`src/rtl/sdram_frame_writer.sv`:
```
// sdram_frame_writer: buffers an Avalon-ST pixel stream (st_*) in a FIFO and writes one frame of frame_words_i words at frame_base_i as Avalon-MM bursts (sdram_*), with start_i/busy_o/done_o control
module sdram_frame_writer #(
  parameter int DATA_WIDTH = 64,
  parameter int ADDR_WIDTH = 29,
  parameter int BURST_LEN  = 16,
  parameter int FIFO_DEPTH = 64
) (
  input  logic                    clk,
  input  logic                    rst,
  input  logic                    start_i,
  input  logic [ADDR_WIDTH-1:0]   frame_base_i,
  input  logic [23:0]             frame_words_i,
  output logic                    busy_o,
  output logic                    done_o,
  input  logic [DATA_WIDTH-1:0]   st_data_i,
  input  logic                    st_valid_i,
  output logic                    st_ready_o,
  output logic [ADDR_WIDTH-1:0]   sdram_address_o,
  output logic [7:0]              sdram_burstcount_o,
  output logic                    sdram_write_o,
  output logic [DATA_WIDTH-1:0]   sdram_writedata_o,
  output logic [DATA_WIDTH/8-1:0] sdram_byteenable_o,
  input  logic                    sdram_waitrequest_i
);
  localparam int AW_F = $clog2(FIFO_DEPTH);
  typedef enum logic [1:0] {IDLE, WAIT, BURST, DONE} state_t;
  state_t state, state_n;
  logic [ADDR_WIDTH-1:0] addr, addr_n, address_n;
  logic [23:0] frame_words, frame_words_n, remaining, remaining_n, accepted;
  logic [7:0] beat_cnt, beat_cnt_n, burstcount_n, blen;
  logic write_n, push, pop;
  logic [DATA_WIDTH-1:0] mem [FIFO_DEPTH];
  logic [AW_F-1:0] wr_ptr, rd_ptr;
  logic [AW_F:0] fifo_count;
  assign busy_o = state == WAIT || state == BURST;
  assign done_o = state == DONE;
  assign st_ready_o = busy_o && !fifo_count[AW_F] && accepted < frame_words;
  assign push = st_valid_i && st_ready_o;
  assign pop = sdram_write_o && !sdram_waitrequest_i;
  assign blen = remaining > 24'(BURST_LEN) ? 8'(BURST_LEN) : remaining[7:0];
  assign sdram_writedata_o = mem[rd_ptr];
  assign sdram_byteenable_o = '1;
  always_comb begin
    state_n = state;
    addr_n = addr;
    frame_words_n = frame_words;
    remaining_n = remaining;
    beat_cnt_n = beat_cnt;
    address_n = sdram_address_o;
    burstcount_n = sdram_burstcount_o;
    write_n = sdram_write_o;
    case (state)
      IDLE: if (start_i) begin
        frame_words_n = frame_words_i;
        remaining_n = frame_words_i;
        addr_n = frame_base_i;
        state_n = frame_words_i == 24'd0 ? DONE : WAIT;
      end
      WAIT: if (24'(fifo_count) >= 24'(blen)) begin
        address_n = addr;
        burstcount_n = blen;
        write_n = 1'b1;
        beat_cnt_n = 8'd0;
        state_n = BURST;
      end
      BURST: if (pop) begin
        beat_cnt_n = beat_cnt + 8'd1;
        if (beat_cnt == sdram_burstcount_o - 8'd1) begin
          write_n = 1'b0;
          remaining_n = remaining - 24'(sdram_burstcount_o);
          addr_n = addr + ADDR_WIDTH'(sdram_burstcount_o);
          state_n = remaining == 24'(sdram_burstcount_o) ? DONE : WAIT;
        end
      end
      default: state_n = IDLE;
    endcase
  end
  always_ff @(posedge clk) begin
    if (rst) begin
      state <= IDLE;
      addr <= '0;
      frame_words <= '0;
      remaining <= '0;
      beat_cnt <= '0;
      sdram_address_o <= '0;
      sdram_burstcount_o <= '0;
      sdram_write_o <= 1'b0;
      accepted <= '0;
      wr_ptr <= '0;
      rd_ptr <= '0;
      fifo_count <= '0;
    end else begin
      state <= state_n;
      addr <= addr_n;
      frame_words <= frame_words_n;
      remaining <= remaining_n;
      beat_cnt <= beat_cnt_n;
      sdram_address_o <= address_n;
      sdram_burstcount_o <= burstcount_n;
      sdram_write_o <= write_n;
      accepted <= state == IDLE && start_i ? 24'd0 : accepted + 24'(push);
      wr_ptr <= wr_ptr + AW_F'(push);
      rd_ptr <= rd_ptr + AW_F'(pop);
      fifo_count <= fifo_count + (AW_F+1)'(push) - (AW_F+1)'(pop);
    end
  end
  always_ff @(posedge clk) begin
    if (push) mem[wr_ptr] <= st_data_i;
  end
endmodule

```
`config.mk`:
```
export PLATFORM = sky130hd
export DESIGN_NAME = sdram_frame_writer
export DESIGN_NICKNAME = d
export VERILOG_FILES = /design/src/rtl/sdram_frame_writer.sv
export SDC_FILE = /design/constraint.sdc
export NUM_CORES = 2
export LEC_CHECK = 0
export BUFFER_PORTS_ARGS = -buffer_cell sky130_fd_sc_hd__buf_4
export CAP_MARGIN = 20
export CORE_UTILIZATION = 40
export CTS_BUF_LIST = sky130_fd_sc_hd__clkbuf_4 sky130_fd_sc_hd__clkbuf_8
export CTS_CLUSTER_SIZE = 40
export DETAILED_ROUTE_END_ITERATION = 8
export PLACE_DENSITY_LB_ADDON = 0.12
export SETUP_SLACK_MARGIN = 0.02
export SLEW_MARGIN = 10
export SYNTH_ARGS = -nofsm -noshare
export SYNTH_HDL_FRONTEND = slang
export SYNTH_SLANG_ARGS = --single-unit
```
`constraint.sdc`:
```
create_clock -name clk -period 9.5 [get_ports clk]
set_input_delay 0.475 -clock clk [delete_from_list [all_inputs] [get_ports clk]]
set_output_delay 0.475 -clock clk [all_outputs]
set_load 0.1 [all_outputs]
```
==> impl_metrics.tcl <==
set metrics [dict create \
    htree_num_levels 6 \
    nets 8257 \
    insertion_delay_ns 1.22 \
    ys_warn_count 0 \
    grt_max_degree 116 \
    num_io_pins 235 \
    gr-total-overflow 0 \
    layout_common_cells "edfxtp_1, mux4_2, clkbuf_8" \
    yosys_register_bits 4264 \
    period_minus_slack_ns 6.05 \
    start_util_pct 40.2 \
    core_sq_um 409000 \
    dr.pass1.iters 5 \
    finalMaxSlewViolations 0 \
    grt_usage_pct 22.6 \
    finalCritPeriodShare_pct 63.6 \
    final_common_cell "edfxtp_1" \
    chipWidth_um 643 \
    cts_made_buffers 703 \
    critPathBufInv 3 \
    area_delta_synth_final_pct 15.0 \
    hold_viol 0 \
    dieArea_sq_um 414000 \
    crit_family "multiplexers" \
    synth_edf_count 4096 \
    cts_sinks 4264 \
    synth_ff_type "edfxtp_1" \
    path_cells "buf_12 > buf_12 > mux4_2 > mux2i_1 > a21oi_1 > mux4_2 > buf_4" \
    dp_hpwl_um 253000 \
    wl_per_cell_um 33.5 \
    setup_tns_ns 0 \
    antenna_found_initial 47 \
    cp_slowest_cell "dfxtp_4" \
    cts_buffer_depth 4 \
    maxCapViolCount 0 \
    root_buffer "clkbuf_8" \
    drt_wl_total_um 472000 \
    drive_gt1_share_pct 33.7 \
    rows 235 \
    clock_skew_ns 0.0515 \
    max_stage_delay_ns 0.85 \
    arrival_ns 5.57 \
    cts_tree "built" \
    synth_cell_types 71 \
    powerDensity_nw_per_um2 220 \
    end_kind "output port" \
    gp_congestion 0.790 \
    die_y_um 643 \
    ys_async_sr_fraction_pct 0 \
    num_vias 81600 \
    path_clk_slew_ns 0.06 \
    cts_setup_buffers 0 \
    crit_path_start_kind "flop" \
    cts-resized-gates 0 \
    drt-initial-drc-count 8962 \
    drc 0 \
    peakVddDrop_v 0.000133 \
    netlist_area_sq_um 164000 \
    hold_path_class "in -> reg" \
    worst_slew_pin_slew_ns 1.20 \
    viasPerCell 5.79 \
    portBuffers 226 \
    synth.avg_cell_area_sq_um 23.1 \
    ant_nets 0 \
    grt_pass1_vias 83500 \
    worst_slew_margin_rel_pct 19.8 \
    required_ns 9.03 \
    synthCells 7123 \
    max_freq_mhz 165 \
    whs_ns 0.154 \
    status "finished clean" \
    worstPathMaxFanout 106 \
    grt_setup_unrepaired "false" \
    grt_first_pass_wirelength_um 660000 \
    yosysSeqAreaShare_pct 76.9 \
    p_leak_nw 57.2 \
    finalSetupViolCount 0 \
    worstSetupPathType "reg -> out" \
]
==> final timing paths <==
check / start / endpoint / slack, ns / cells after the start
min reg2reg: sdram_address_o[15]$_SDFFE_PP0P_ / sdram_address_o[15]$_SDFFE_PP0P_ / 0.45 / 2
max reg2reg: frame_words[9]$_SDFFE_PP0P_ / mem[17][9]$_DFFE_PP_ / 4.44 / 12
min: frame_words_i[2] / frame_words[2]$_SDFFE_PP0P_ / 0.15 / 4
max: rd_ptr[0]$_SDFF_PP0_ / sdram_writedata_o[49] / 3.45 / 7
==> flip-flops by register name (all words and copies together) (netlist names) <==
signal / cells
mem: 4096
accepted: 24
sdram_address_o: 29
addr: 29
fifo_count: 7
sdram_write_o: 1
state: 2
remaining: 24
beat_cnt: 8
rd_ptr: 6
wr_ptr: 6
frame_words: 24
sdram_burstcount_o: 8
==> report_power, final <==
group | total [W] | internal [W] | switching (W) | leakage, nW
combinational | 0.00502 | 0.00195 | 0.00307 | 11.9
clock | 0.0156 | 0.00824 | 0.00731 | 7.13
sequential | 0.0209 | 0.0208 | 0.000150 | 38.2
total | 0.0415 | 0.0310 | 0.0105 | 57.2
==> cells by family after synthesis <==
logic type / Yosys count / synth area share [%]
adders and majority gates: 68 / 0.531
buffers and inverters: 436 / 1.03
xor gates and xnor gates: 55 / 0.293
DFF: 4264 / 76.9
and+or+nand+nor: 622 / 1.80
muxes: 1350 / 18.2
other: 1 / 0.00228
AOI/OAI and AO/OA: 327 / 1.26
==> final cells by class <==
type / count / area (sq um)
fill: 34100 / 220000
sequential: 4264 / 126000
multi-input combinational: 2432 / 36800
clock buffer: 993 / 12000
tap: 5451 / 6820
timing repair buffer: 610 / 5350
clock inverter: 278 / 1430
inverter: 56 / 210
antenna: 8 / 20.0
==> worst register-to-register path, cell delays in order, from the launching register on <==
cell,delay [ns]
dfxtp_1,0.33
inv_1,0.05
ha_1,0.31
a21o_1,0.19
a21o_1,0.17
a211oi_1,0.23
o31ai_1,0.10
a21oi_1,0.39
nand4b_1,0.34
buf_4,0.48
nor2_4,0.69
buf_4,0.53
buf_4,0.73
==> routing by layer <==
layer | routed length (um) | GRT usage, %
met1 | 211000 | 33.8
met2 | 220000 | 35.2
met3 | 32600 | 3.86
met4 | 7830 | 4.46
met5 | 46 | 0
==> synthesized netlist by cell type, types with 19 or more instances <==
cell      number  area share, %
inv_1         56           0.13
mux2i_1       36           0.22
edfxtp_1    4096             75
o21ai_0       31          0.094
nor4_1        19          0.072
nand2_1      209           0.48
nor2_1       152           0.35
xnor2_1       29           0.15
nor2b_1       47           0.18
o22ai_1       21          0.080
xor2_1        26           0.14
mux4_2      1314             18
a211oi_1      47           0.21
nand4_1       22          0.084
dfxtp_1      168            2.0
a21oi_1      137           0.42
buf_1         88           0.20
nand3_1       46           0.14
clkbuf_1     272           0.62
ha_1          65           0.49
nor3_1        41           0.12
==> metrics by stage <==
stage | util (%) | power (W) | instances | worst slack (ns) | instance area (sq um)
6_report | 46.2 | 0.0415 | 14100 | 3.45 | 189000
3_5_place_dp | 42.5 | 0.0263 | 12600 | 4.50 | 174000
4_1_cts | 46.2 | 0.0420 | 14100 | 3.22 | 189000
3_3_place_gp | 42.4 | 0.0263 | 12600 | 4.19 | 174000
2_1_floorplan | - | 0.0247 | 7132 | 0.765 | 164000
5_1_grt | 46.2 | 0.0430 | 14100 | 3.15 | 189000
==> repair_timing <==
action,CTS,global route
hold buffers,181,0
hold endpoints to repair,4223,0
setup endpoints to repair,0,0
Power figures use the tool's default switching activity.
